## config.mk

```make
export PLATFORM = sky130hd
export DESIGN_NAME = stream_width_packer_flat
export DESIGN_NICKNAME = d
export VERILOG_FILES = /design/src/rtl/stream_width_packer_if.sv /design/src/rtl/stream_width_packer.sv /design/src/flat_wrapper.sv
export SDC_FILE = /design/constraint.sdc
export NUM_CORES = 1
export LEC_CHECK = 0
export ABC_AREA = 1
export CORE_MARGIN = 4
export CORE_UTILIZATION = 55
export DETAILED_ROUTE_END_ITERATION = 10
export PLACE_DENSITY = 0.94
export SLEW_MARGIN = 20
export SYNTH_ARGS = -nofsm -noshare
export SYNTH_HDL_FRONTEND = slang
export SYNTH_SLANG_ARGS = --single-unit
```

## constraint.sdc

```tcl
create_clock -name clk -period 2.65 [get_ports clk]
set_input_delay 0.795 -clock clk [delete_from_list [all_inputs] [get_ports clk]]
set_output_delay 0.795 -clock clk [all_outputs]
set_load 0.005 [all_outputs]
```

## src/rtl/stream_width_packer_if.sv

```systemverilog
// Handshake bundle for the width packer: narrow beat input with last flag,
// wide word output with per-lane keep and last flag.
interface stream_width_packer_if #(
    parameter int IN_WIDTH = 8,
    parameter int RATIO    = 4
);
    logic [IN_WIDTH-1:0]       s_data_i;
    logic                      s_valid_i;
    logic                      s_last_i;
    logic                      s_ready_o;
    logic [IN_WIDTH*RATIO-1:0] m_data_o;
    logic [RATIO-1:0]          m_keep_o;
    logic                      m_last_o;
    logic                      m_valid_o;
    logic                      m_ready_i;

    // Environment side: drives beats and downstream ready, observes words.
    modport master (
        output s_data_i, s_valid_i, s_last_i, m_ready_i,
        input  s_ready_o, m_data_o, m_keep_o, m_last_o, m_valid_o
    );

    // Packer side.
    modport slave (
        input  s_data_i, s_valid_i, s_last_i, m_ready_i,
        output s_ready_o, m_data_o, m_keep_o, m_last_o, m_valid_o
    );
endinterface

```

## src/rtl/stream_width_packer.sv

```systemverilog
// Packs RATIO narrow beats (or a shorter packet tail) into one wide word with
// contiguous keep bits, held in a single-entry output register. Counts packets
// whose last word has been handed downstream.
module stream_width_packer #(
    parameter int IN_WIDTH  = 8,
    parameter int RATIO     = 4,
    parameter int CNT_WIDTH = 16
) (
    input  logic                 clk,
    input  logic                 rst,
    stream_width_packer_if.slave bus,
    output logic [CNT_WIDTH-1:0] pkt_cnt_o
);
    localparam int OUT_WIDTH = IN_WIDTH * RATIO;
    localparam int IDX_WIDTH = (RATIO > 1) ? $clog2(RATIO) : 1;
    localparam logic [IDX_WIDTH-1:0] LAST_IDX = IDX_WIDTH'(RATIO - 1);

    logic [OUT_WIDTH-1:0] acc_data_q, acc_data_d;
    logic [RATIO-1:0]     acc_keep_q, acc_keep_d;
    logic [IDX_WIDTH-1:0] idx_q, idx_d;
    logic [OUT_WIDTH-1:0] out_data_q, out_data_d;
    logic [RATIO-1:0]     out_keep_q, out_keep_d;
    logic                 out_last_q, out_last_d;
    logic                 out_valid_q, out_valid_d;
    logic [CNT_WIDTH-1:0] pkt_cnt_q, pkt_cnt_d;

    logic                 s_ready;
    logic                 in_accept;
    logic                 out_accept;
    logic                 complete;
    logic [OUT_WIDTH-1:0] merge_data;
    logic [RATIO-1:0]     merge_keep;

    // Next-state logic: ready depends only on the output register, so a held
    // word blocks every incoming beat, completing or not.
    always_comb begin
        s_ready    = ~out_valid_q | bus.m_ready_i;
        in_accept  = bus.s_valid_i & s_ready;
        out_accept = out_valid_q & bus.m_ready_i;
        complete   = in_accept & ((idx_q == LAST_IDX) | bus.s_last_i);

        merge_data = acc_data_q;
        merge_keep = acc_keep_q;
        merge_data[idx_q*IN_WIDTH +: IN_WIDTH] = bus.s_data_i;
        merge_keep[idx_q] = 1'b1;

        acc_data_d  = acc_data_q;
        acc_keep_d  = acc_keep_q;
        idx_d       = idx_q;
        out_data_d  = out_data_q;
        out_keep_d  = out_keep_q;
        out_last_d  = out_last_q;
        out_valid_d = out_valid_q;
        pkt_cnt_d   = pkt_cnt_q;

        if (out_accept && !complete) begin
            out_valid_d = 1'b0;
        end

        if (complete) begin
            out_data_d  = merge_data;
            out_keep_d  = merge_keep;
            out_last_d  = bus.s_last_i;
            out_valid_d = 1'b1;
            acc_data_d  = '0;
            acc_keep_d  = '0;
            idx_d       = '0;
        end else if (in_accept) begin
            acc_data_d = merge_data;
            acc_keep_d = merge_keep;
            idx_d      = idx_q + IDX_WIDTH'(1);
        end

        if (out_accept && out_last_q) begin
            pkt_cnt_d = pkt_cnt_q + CNT_WIDTH'(1);
        end
    end

    // State registers; reset discards any partial word and any pending output.
    always_ff @(posedge clk) begin
        if (rst) begin
            acc_data_q  <= '0;
            acc_keep_q  <= '0;
            idx_q       <= '0;
            out_data_q  <= '0;
            out_keep_q  <= '0;
            out_last_q  <= 1'b0;
            out_valid_q <= 1'b0;
            pkt_cnt_q   <= '0;
        end else begin
            acc_data_q  <= acc_data_d;
            acc_keep_q  <= acc_keep_d;
            idx_q       <= idx_d;
            out_data_q  <= out_data_d;
            out_keep_q  <= out_keep_d;
            out_last_q  <= out_last_d;
            out_valid_q <= out_valid_d;
            pkt_cnt_q   <= pkt_cnt_d;
        end
    end

    assign bus.s_ready_o = s_ready;
    assign bus.m_data_o  = out_data_q;
    assign bus.m_keep_o  = out_keep_q;
    assign bus.m_last_o  = out_last_q;
    assign bus.m_valid_o = out_valid_q;
    assign pkt_cnt_o     = pkt_cnt_q;

endmodule

```

## src/flat_wrapper.sv

```systemverilog
// flat-port wrapper written by rule: the top's interface ports become plain ports
module stream_width_packer_flat 
#(
    parameter int IN_WIDTH  = 8,
    parameter int RATIO     = 4,
    parameter int CNT_WIDTH = 16
)
  (clk, rst, pkt_cnt_o, bus_s_data_i, bus_s_valid_i, bus_s_last_i, bus_m_ready_i, bus_s_ready_o, bus_m_data_o, bus_m_keep_o, bus_m_last_o, bus_m_valid_o);
  stream_width_packer_if #(.IN_WIDTH(IN_WIDTH), .RATIO(RATIO)) bus_i ();
  input  logic clk;
  input  logic rst;
  output logic [CNT_WIDTH-1:0] pkt_cnt_o;
  input wire logic [$bits(bus_i.s_data_i)-1:0] bus_s_data_i;
  input wire logic [$bits(bus_i.s_valid_i)-1:0] bus_s_valid_i;
  input wire logic [$bits(bus_i.s_last_i)-1:0] bus_s_last_i;
  input wire logic [$bits(bus_i.m_ready_i)-1:0] bus_m_ready_i;
  output wire logic [$bits(bus_i.s_ready_o)-1:0] bus_s_ready_o;
  output wire logic [$bits(bus_i.m_data_o)-1:0] bus_m_data_o;
  output wire logic [$bits(bus_i.m_keep_o)-1:0] bus_m_keep_o;
  output wire logic [$bits(bus_i.m_last_o)-1:0] bus_m_last_o;
  output wire logic [$bits(bus_i.m_valid_o)-1:0] bus_m_valid_o;
  assign bus_i.s_data_i = bus_s_data_i;
  assign bus_i.s_valid_i = bus_s_valid_i;
  assign bus_i.s_last_i = bus_s_last_i;
  assign bus_i.m_ready_i = bus_m_ready_i;
  assign bus_s_ready_o = bus_i.s_ready_o;
  assign bus_m_data_o = bus_i.m_data_o;
  assign bus_m_keep_o = bus_i.m_keep_o;
  assign bus_m_last_o = bus_i.m_last_o;
  assign bus_m_valid_o = bus_i.m_valid_o;
  stream_width_packer #(.IN_WIDTH(IN_WIDTH), .RATIO(RATIO), .CNT_WIDTH(CNT_WIDTH)) u_core (.clk(clk), .rst(rst), .bus(bus_i), .pkt_cnt_o(pkt_cnt_o));
endmodule
```

### Word level (Yosys, flattened, before mapping)

Cells that the tools add are included.

* memories: 0
* ROM bits: 0
* bits in latches: 0
* output and inout port bits: 55
* bits in registers: 92
* RAM bits: 0
* word-level logic and storage cells: 34

* eq/ne operators: 1
* order comparisons: 2
* bitwise operators: 7
* divide/modulo/power cells: 0
* $mul: 0
* add/subtract/negate cells: 3
* reduce and logical (&&, ||, !) cells: 6
* shift-type cells: 2
* multiplexer cells: 5

Operators with widths (count)
* negator 5 -> 34 bit: 1
* variable shift 8 x 34 -> 32 bit, first input constant: 1
* variable part select 8 x 34 -> 32 bit: 1
* bitwise mux 32 bit: 1
* adder 16 x 1 -> 16 bit, second input constant: 1
* OR 4 bit: 1
* AND 1 bit: 3
* logical AND 1 bit: 3
* less-than comparator 2 x 3 -> 1 bit, second input constant: 1
* 2-to-1 mux 1 bit: 3
* adder 2 x 1 -> 2 bit, second input constant: 1
* demux 1 bit (select 2 bit): 1
* == test 2 bit, second input constant: 1
* >= comparator 2 x 1 -> 1 bit, second input constant: 1
* OR 1 bit: 2
* nonzero test 2 bit: 1
* OR reduction 2 bit: 1
* logical NOT 1 bit: 1
* inverter 1 bit: 1

### Depth between registers and ports, before layout

Gate-level depths: netlist of run 1.

* depth after elaboration: 8
* gate-level depth with buffers: 10
* depth with buffers taken out: 9

### Worst setup path before layout of run 1

No wires, ideal clock.

* path kind: input-to-output
* start: input bus_m_ready_i
* end: output bus_s_ready_o
* data arrival time: 0.930 ns
* stages: 2
* buffers on the path: 0
* required time: 1.855 ns
* slack: 0.925 ns
* cells stage by stage: inv_1 nand2_2

* longest elaborated chain between the ends: 1

Ends and longest elaborated chain
* from (decl): line flat_wrapper.sv:16 `input wire logic [$bits(bus_i.m_ready_i)-1:0] bus_m_ready_i;`
* OR 1 bit: line stream_width_packer.sv:37 `s_ready = ~out_valid_q | bus.m_ready_i;`
* to (decl): line flat_wrapper.sv:17 `output wire logic [$bits(bus_i.s_ready_o)-1:0] bus_s_ready_o;`

No other way between the ends.

### Final worst setup path of run 1

Ends and elaborated chain as after synthesis.

==> results of run 1 <==
[sequential cells by signal, indices dropped and copies added (netlist names)]
register and flops:
u_core.bus.m_keep_o 4, u_core.acc_keep_q 4, u_core.pkt_cnt_o 16, u_core.bus.m_valid_o 1, u_core.bus.m_last_o 1, u_core.acc_data_q 32, u_core.bus.m_data_o 32, u_core.idx_q 2
[cells by family after synthesis]
kind of cell / Yosys count
AO/OA/AOI/OAI: 126
XOR/XNOR: 1
adder cells (fa/ha/maj): 9
buffers and inverters: 96
flip-flops: 92
AND/OR/NAND/NOR: 254
[timing repair]
| item | 4_1_cts | 5_1_grt |
|---|---|---|
| gates resized for setup | 1 | 0 |
| hold buffers | 0 | 0 |
| setup endpoints to repair | 1 | 0 |
[placed cells by master, fill, tap and decap left out, types with 4 or more instances in the layout]
cell type                         netlist  routed
sky130_fd_sc_hd__o21a_1                 4       4
sky130_fd_sc_hd__nand2_1              103     103
sky130_fd_sc_hd__o22ai_1               19      19
sky130_fd_sc_hd__a21oi_1               32      31
sky130_fd_sc_hd__clkbuf_8               0      11
sky130_fd_sc_hd__o211ai_1              11      11
sky130_fd_sc_hd__nand4_1                6       6
sky130_fd_sc_hd__nand3_1               12      12
sky130_fd_sc_hd__inv_1                 66      66
sky130_fd_sc_hd__buf_4                  8       9
sky130_fd_sc_hd__ha_1                   9       9
sky130_fd_sc_hd__clkdlybuf4s50_1        0      66
sky130_fd_sc_hd__nor2_1               125     125
sky130_fd_sc_hd__o21ai_0               57      57
sky130_fd_sc_hd__dfxtp_1               92      92
[final timing paths]
| check | start | slack [ns] | end | cells past startpoint |
|---|---|---|---|---|
| setup / recovery | bus_m_ready_i | 0.21 | bus_s_ready_o | 4 |
| hold / removal | u_core.acc_keep_q[1] | 0.44 | u_core.acc_keep_q[1] | 2 |
| setup reg to reg | u_core.idx_q[0] | 0.26 | u_core.acc_data_q[30] | 7 |
| hold reg to reg | u_core.acc_keep_q[1] | 0.44 | u_core.acc_keep_q[1] | 2 |
[worst reg2reg max path, stage by stage (launching register included)]
cell                      delay [ns]
sky130_fd_sc_hd__dfxtp_1        0.67
sky130_fd_sc_hd__inv_1          0.24
sky130_fd_sc_hd__ha_1           0.35
sky130_fd_sc_hd__inv_2          0.17
sky130_fd_sc_hd__nand3_1        0.31
sky130_fd_sc_hd__o22ai_1        0.32
sky130_fd_sc_hd__nand2_1        0.09
sky130_fd_sc_hd__a21oi_1        0.16
[where the power goes]
part	switching (mW)	internal [mW]
registers	0.0362	1.44
clock network	0.505	0.489
logic	0.211	0.160
total	0.752	2.09
[per-layer routing]
metal | wire length, µm | track usage | vias to the layer above
met4 | 245 | 0.128 | 0
met5 | 0 | 0 | -
met3 | 706 | 0.0417 | 27
li1 | - | - | 1966
met2 | 5090 | 0.407 | 171
met1 | 4220 | 0.300 | 1849
[area by class of cell]
cell class	instances	share of cell area
Timing Repair Buffer	77	0.150
Sequential cell	92	0.366
Clock inverter	5	0.0117
Multi-Input combinational cell	390	0.366
Tap cell	99	0.0246
Inverter	69	0.0514
Clock buffer	11	0.0301
[metrics by stage]
step	cell area (µm²)	util	worst slack, ns	TNS [ns]	hold WS [ns]
5_1_grt	5040	0.694	0.0556	0	0.475
2_1_floorplan	4090	-	0.925	0	0.405
4_1_cts	5040	0.694	0.205	0	0.448
3_5_place_dp	4830	0.666	-0.0567	-0.0567	0.435
3_3_place_gp	4830	0.666	-0.0223	-0.0223	0.416
6_report	5040	0.694	0.210	0	0.445
==> run_results.csv, run 1 <==
group,metric,value,unit
worst_setup_path,worst_path_largest_cell_delay,0.49,ns
pwr,fin_total_pwr,2.84,mW
worst_setup_path,timing.critical_path.arrival,1.65,ns
drt,post-route-drc-count,0,
yosys,most_used_flip_flop_cell_after_synthesis,"sky130_fd_sc_hd__dfxtp_1",
grt,antenna_found_initial,0,
hold_path,min-delay-path-class,"reg -> reg",
cells_and_area,final_nets,661,
worst_setup_path,timing.critical_path.fanout_max,2,
drt,drtIter0Drc,403,
grt,grt_first_pass_wirelength,17.2,mm
grt,overflow,0,
drt,detailroute.via_count,4013,
pwr,worst_ir_drop_vdd,0.000262,V
status,run_status,"complete, no violations",
yosys,synth_largest_type_area_fraction,0.451,
yosys,seq_area_frac_synth,0.451,
yosys,ranking_of_synthesized_cells_by_area,"sky130_fd_sc_hd__dfxtp_1 45%, sky130_fd_sc_hd__nor2_1 11%, sky130_fd_sc_hd__nand2_1 9.5%, sky130_fd_sc_hd__o21ai_0 7.0%, sky130_fd_sc_hd__inv_1 6.1%",
floorplan,start_util,0.564,
worst_setup_path,timing.critical_path.max_delay_family,"buffers and inverters",
worst_setup_path,timing.critical_path.cells,"clkdlybuf4s50_1 > inv_1 > nand2_2 > dlygate4sd2_1",
yosys,postSynthNetCount,600,
drt,routed_wire_per_std_cell,13.8,µm
timing,max-slew-margin-rel,0.635,
yosys,synth_largest_area_cell,"sky130_fd_sc_hd__dfxtp_1",
worst_setup_path,critical_path_class,"in -> out",
clocking,cts_tree,"built",
timing,hold_viol_final,0,
timing,grt_setup_unrepaired,"no",
drt,routed_via_density,5.40,
timing,fmax,0.410,GHz
timing,max_slew.worst_pin.slew,0.547,ns
yosys,syn-instance-count,578,
yosys,yosys-mux-area-fraction,0,
yosys,ys_ff_latch,92,
grt,grt_max_degree,43,
timing,slew_violations,0,
yosys,ys_top_cells_by_count,"125 x sky130_fd_sc_hd__nor2_1, 103 x sky130_fd_sc_hd__nand2_1, 92 x sky130_fd_sc_hd__dfxtp_1",
yosys,synth_simple_gate_area_share,0.250,
yosys,synth_xor_area_frac,0.00214,
place,globalplace.congestion,0.879,
floorplan,die-width,94.2,µm
grt,via_count_of_the_first_global_routing_pass,3746,
cells_and_area,diodes,0,
cells_and_area,layout-drive-gt1-share,0.0559,
yosys,synthArstFlopShare,0,
floorplan,core.rowCount,31,
floorplan,fp.dieH,94.2,µm
floorplan,die-area,8880,µm²
place,dp.cells,727,
yosys,synth_compound_area_frac,0.170,
floorplan,fp.coreArea,7250,µm²
pwr,power_per_cell_area,564,nW/µm²
pwr,p_leak,1.97,nW
timing,finalSetupViolations,0,
yosys,adder_cell_share_of_the_synthesized_area,0.0275,
place,dp.final_hpwl,7.14,mm
yosys,synthMostInstantiatedCell,"sky130_fd_sc_hd__nor2_1",
place,buffer_ports.inserted,67,
worst_setup_path,worst_setup_path_end_kind,"primary output",
timing,fin_crit_sh,0.921,
grt,grt_util_all_layers,0.244,
worst_setup_path,worst-path-buf-inv,3,
cells_and_area,fillCellCount,534,
worst_setup_path,cp_slowest_cell,"sky130_fd_sc_hd__clkdlybuf4s50_1",
clocking,cts_root_buf,"sky130_fd_sc_hd__clkbuf_8",
clocking,tritoncts.num_buffers,9,
clocking,worst_skew_pair.late_latency,0.36,ns
cells_and_area,multi_input_comb_area,1840,µm²
drt,ant_nets,0,
yosys,netlist_area,4090,µm²
yosys,netlist-cell-type-count,25,
yosys,synth.yosys.warnings,0,
drt,finalWirelength,10.3,mm
timing,final_period_minus_worst_setup_slack,2.44,ns
clocking,cts.clk_slew.worst_paths,0.08,ns
drt,drt_pass1_iterations,6,
clocking,h-tree-depth,3,
yosys,synthesis.area_per_instance,7.07,µm²
clocking,clockBufferDepth,2,
cells_and_area,stdcell_count,743,
worst_setup_path,worst_ep_required_time,1.86,ns
floorplan,design.portCount,68,
timing,clock_skew,0.00848,ns
flow_run,maxCapViolCount,0,
clocking,post_cts.repair.setup_buffers,0,
yosys,synth_edf_count,0,
cells_and_area,area_growth_from_synthesis_to_final_layout,23.2,%
worst_setup_path,timing.critical_path.from_type,"input port",
clocking,tritoncts_num_sinks,92,
yosys,synth_top_family_by_area,"simple AND/OR/NAND/NOR gates",
cells_and_area,sequential_cell_area,1840,µm²
Note: power is estimated with default switching activity, not from simulation.
==> run 2, diff against run 1 <==
--- a/config.mk
+++ b/config.mk
@@ -8,6 +8,7 @@
 export ABC_AREA = 1
 export CORE_MARGIN = 4
 export CORE_UTILIZATION = 55
+export CTS_BUF_LIST = sky130_fd_sc_hd__clkbuf_16
 export DETAILED_ROUTE_END_ITERATION = 10
 export PLACE_DENSITY = 0.94
 export SLEW_MARGIN = 20
==> run 2 against run 1 <==
Clock power up 28%; cell count is the same; register-to-register slack got worse by 0.04 ns.
==> run_results.csv, run 2 (synthesized netlist as in run 1, its figures left out) <==
group,metric,value,unit
floorplan,fp.dieH,94.2,µm
drt,routed_wire_per_std_cell,14.6,µm
worst_setup_path,critical_path_class,"in -> out",
cells_and_area,layout-drive-gt1-share,0.0528,
place,buffer_ports.inserted,67,
timing,max-slew-margin-rel,0.603,
hold_path,min-delay-path-class,"reg -> reg",
worst_setup_path,timing.critical_path.fanout_max,2,
clocking,cts_tree,"built",
worst_setup_path,timing.critical_path.arrival,1.65,ns
pwr,net_switching_power,0.799,mW
pwr,worst_ir_drop_vdd,0.000406,V
timing,clock_skew,0.00476,ns
floorplan,die-area,8880,µm²
drt,finalWirelength,10.9,mm
pwr,fin_total_pwr,3.13,mW
cells_and_area,final_nets,661,
timing,finalSetupViolations,0,
drt,drt_pass1_iterations,5,
place,dp.final_hpwl,7.14,mm
clocking,cts.clk_slew.worst_paths,0.06,ns
place,dp.cells,727,
grt,grt_first_pass_wirelength,17.7,mm
cells_and_area,final_cell_mix,"125 x sky130_fd_sc_hd__nor2_1, 103 x sky130_fd_sc_hd__nand2_1, 92 x sky130_fd_sc_hd__dfxtp_1",
pwr,intPower,2.33,mW
grt,via_count_of_the_first_global_routing_pass,3815,
floorplan,die-width,94.2,µm
drt,post-route-drc-count,0,
cells_and_area,stdcell_count,743,
cells_and_area,diodes,0,
grt,antenna_found_initial,0,
drt,ant_nets,0,
timing,fin_crit_sh,0.922,
drt,detailroute.via_count,4118,
pwr,power_per_cell_area,611,nW/µm²
grt,overflow,0,
floorplan,core.rowCount,31,
timing,max_slew.worst_pin.slew,0.594,ns
drt,drtIter0Drc,350,
worst_setup_path,worst_ep_required_time,1.86,ns
clocking,h-tree-depth,3,
worst_setup_path,setup.reg_to_reg.worst_slack,0.22,ns
status,run_status,"complete, no violations",
drt,routed_via_density,5.54,
pwr,share_comb_of_total_power,0.120,
grt,grt_max_degree,43,
clocking,clockBufferDepth,2,
grt,grt_util_all_layers,0.253,
clocking,tritoncts_num_sinks,92,
cells_and_area,fin_area,5120,µm²
timing,final_period_minus_worst_setup_slack,2.44,ns
worst_setup_path,worst_setup_path_end_kind,"primary output",
pwr,clock_power_share,0.407,
place,globalplace.congestion,0.879,
worst_setup_path,timing.critical_path.from_type,"input port",
clocking,cts_hold_repair.buffers,0,
cells_and_area,final_common_cell,"sky130_fd_sc_hd__nor2_1",
timing,final.hold.worst_slack,0.441,ns
timing,fmax,0.409,GHz
clocking,tritoncts.num_buffers,9,
timing,hold_viol_final,0,
timing,grt_setup_unrepaired,"no",
floorplan,design.portCount,68,
cells_and_area,area_growth_from_synthesis_to_final_layout,25.2,%
clocking,cts_root_buf,"sky130_fd_sc_hd__clkbuf_16",
flow_run,maxCapViolCount,0,
clocking,worst_skew_pair.late_latency,0.34,ns
place,placed_cell_area,4830,µm²
pwr,netSwitchingFraction,0.256,
floorplan,fp.coreArea,7250,µm²
timing,slew_violations,0,
pwr,power.sequential.fraction,0.473,
pwr,p_leak,2.01,nW
floorplan,start_util,0.564,
-- run 2: path summary, 6_finish.rpt --
check,cells after the start,startpoint,endpoint
setup reg to reg,7,u_core.idx_q[0],u_core.acc_data_q[13]
setup / recovery,4,bus_m_ready_i,bus_s_ready_o
hold / removal,2,u_core.acc_keep_q[1],u_core.acc_keep_q[1]
hold reg to reg,2,u_core.acc_keep_q[1],u_core.acc_keep_q[1]
-- run 2: final cells by class --
type,count,area (µm²)
Fill cell,513,2140
Multi-Input combinational cell,390,1840
Sequential cell,92,1840
Timing Repair Buffer,77,757
Inverter,69,259
Clock buffer,9,225
Tap cell,99,124
Clock inverter,7,66.3
-- run 2: worst max-delay path, cell delays in order --
cell	delay [ns]
sky130_fd_sc_hd__clkdlybuf4s50_1	0.43
sky130_fd_sc_hd__inv_1	0.11
sky130_fd_sc_hd__nand2_2	0.06
sky130_fd_sc_hd__dlygate4sd2_1	0.26
-- run 2: repair_timing --
action,CTS,global route
buffers inserted,0,0
endpoints found under the setup margin,1,0
gates resized for setup,1,0
-- run 2: layer usage --
metal  GRT usage  vias up  routed length (µm)
li1            -     1970                   -
met1       0.294     1887                4260
met2       0.436      211                5430
met3      0.0417       50                 765
met4       0.148        0                 409
met5           0        -                   0
-- run 2: through the flow --
stage                     worst slack (ns)  setup TNS (ns)   util
after detailed placement           -0.0567         -0.0567  0.666
after CTS                            0.200               0  0.706
final                                0.207               0  0.706
after global routing                0.0973               0  0.706
after floorplan                      0.925               0      -
after global placement             -0.0223         -0.0223  0.666
-- run 2: power by group through the flow --
stage	clock network [mW]	registers, mW	logic (mW)
after floorplan	0	1.50	0.213
after global placement	0	1.50	0.352
after detailed placement	0	1.51	0.363
after CTS	1.27	1.48	0.369
after global routing	1.34	1.48	0.409
final	1.27	1.48	0.375
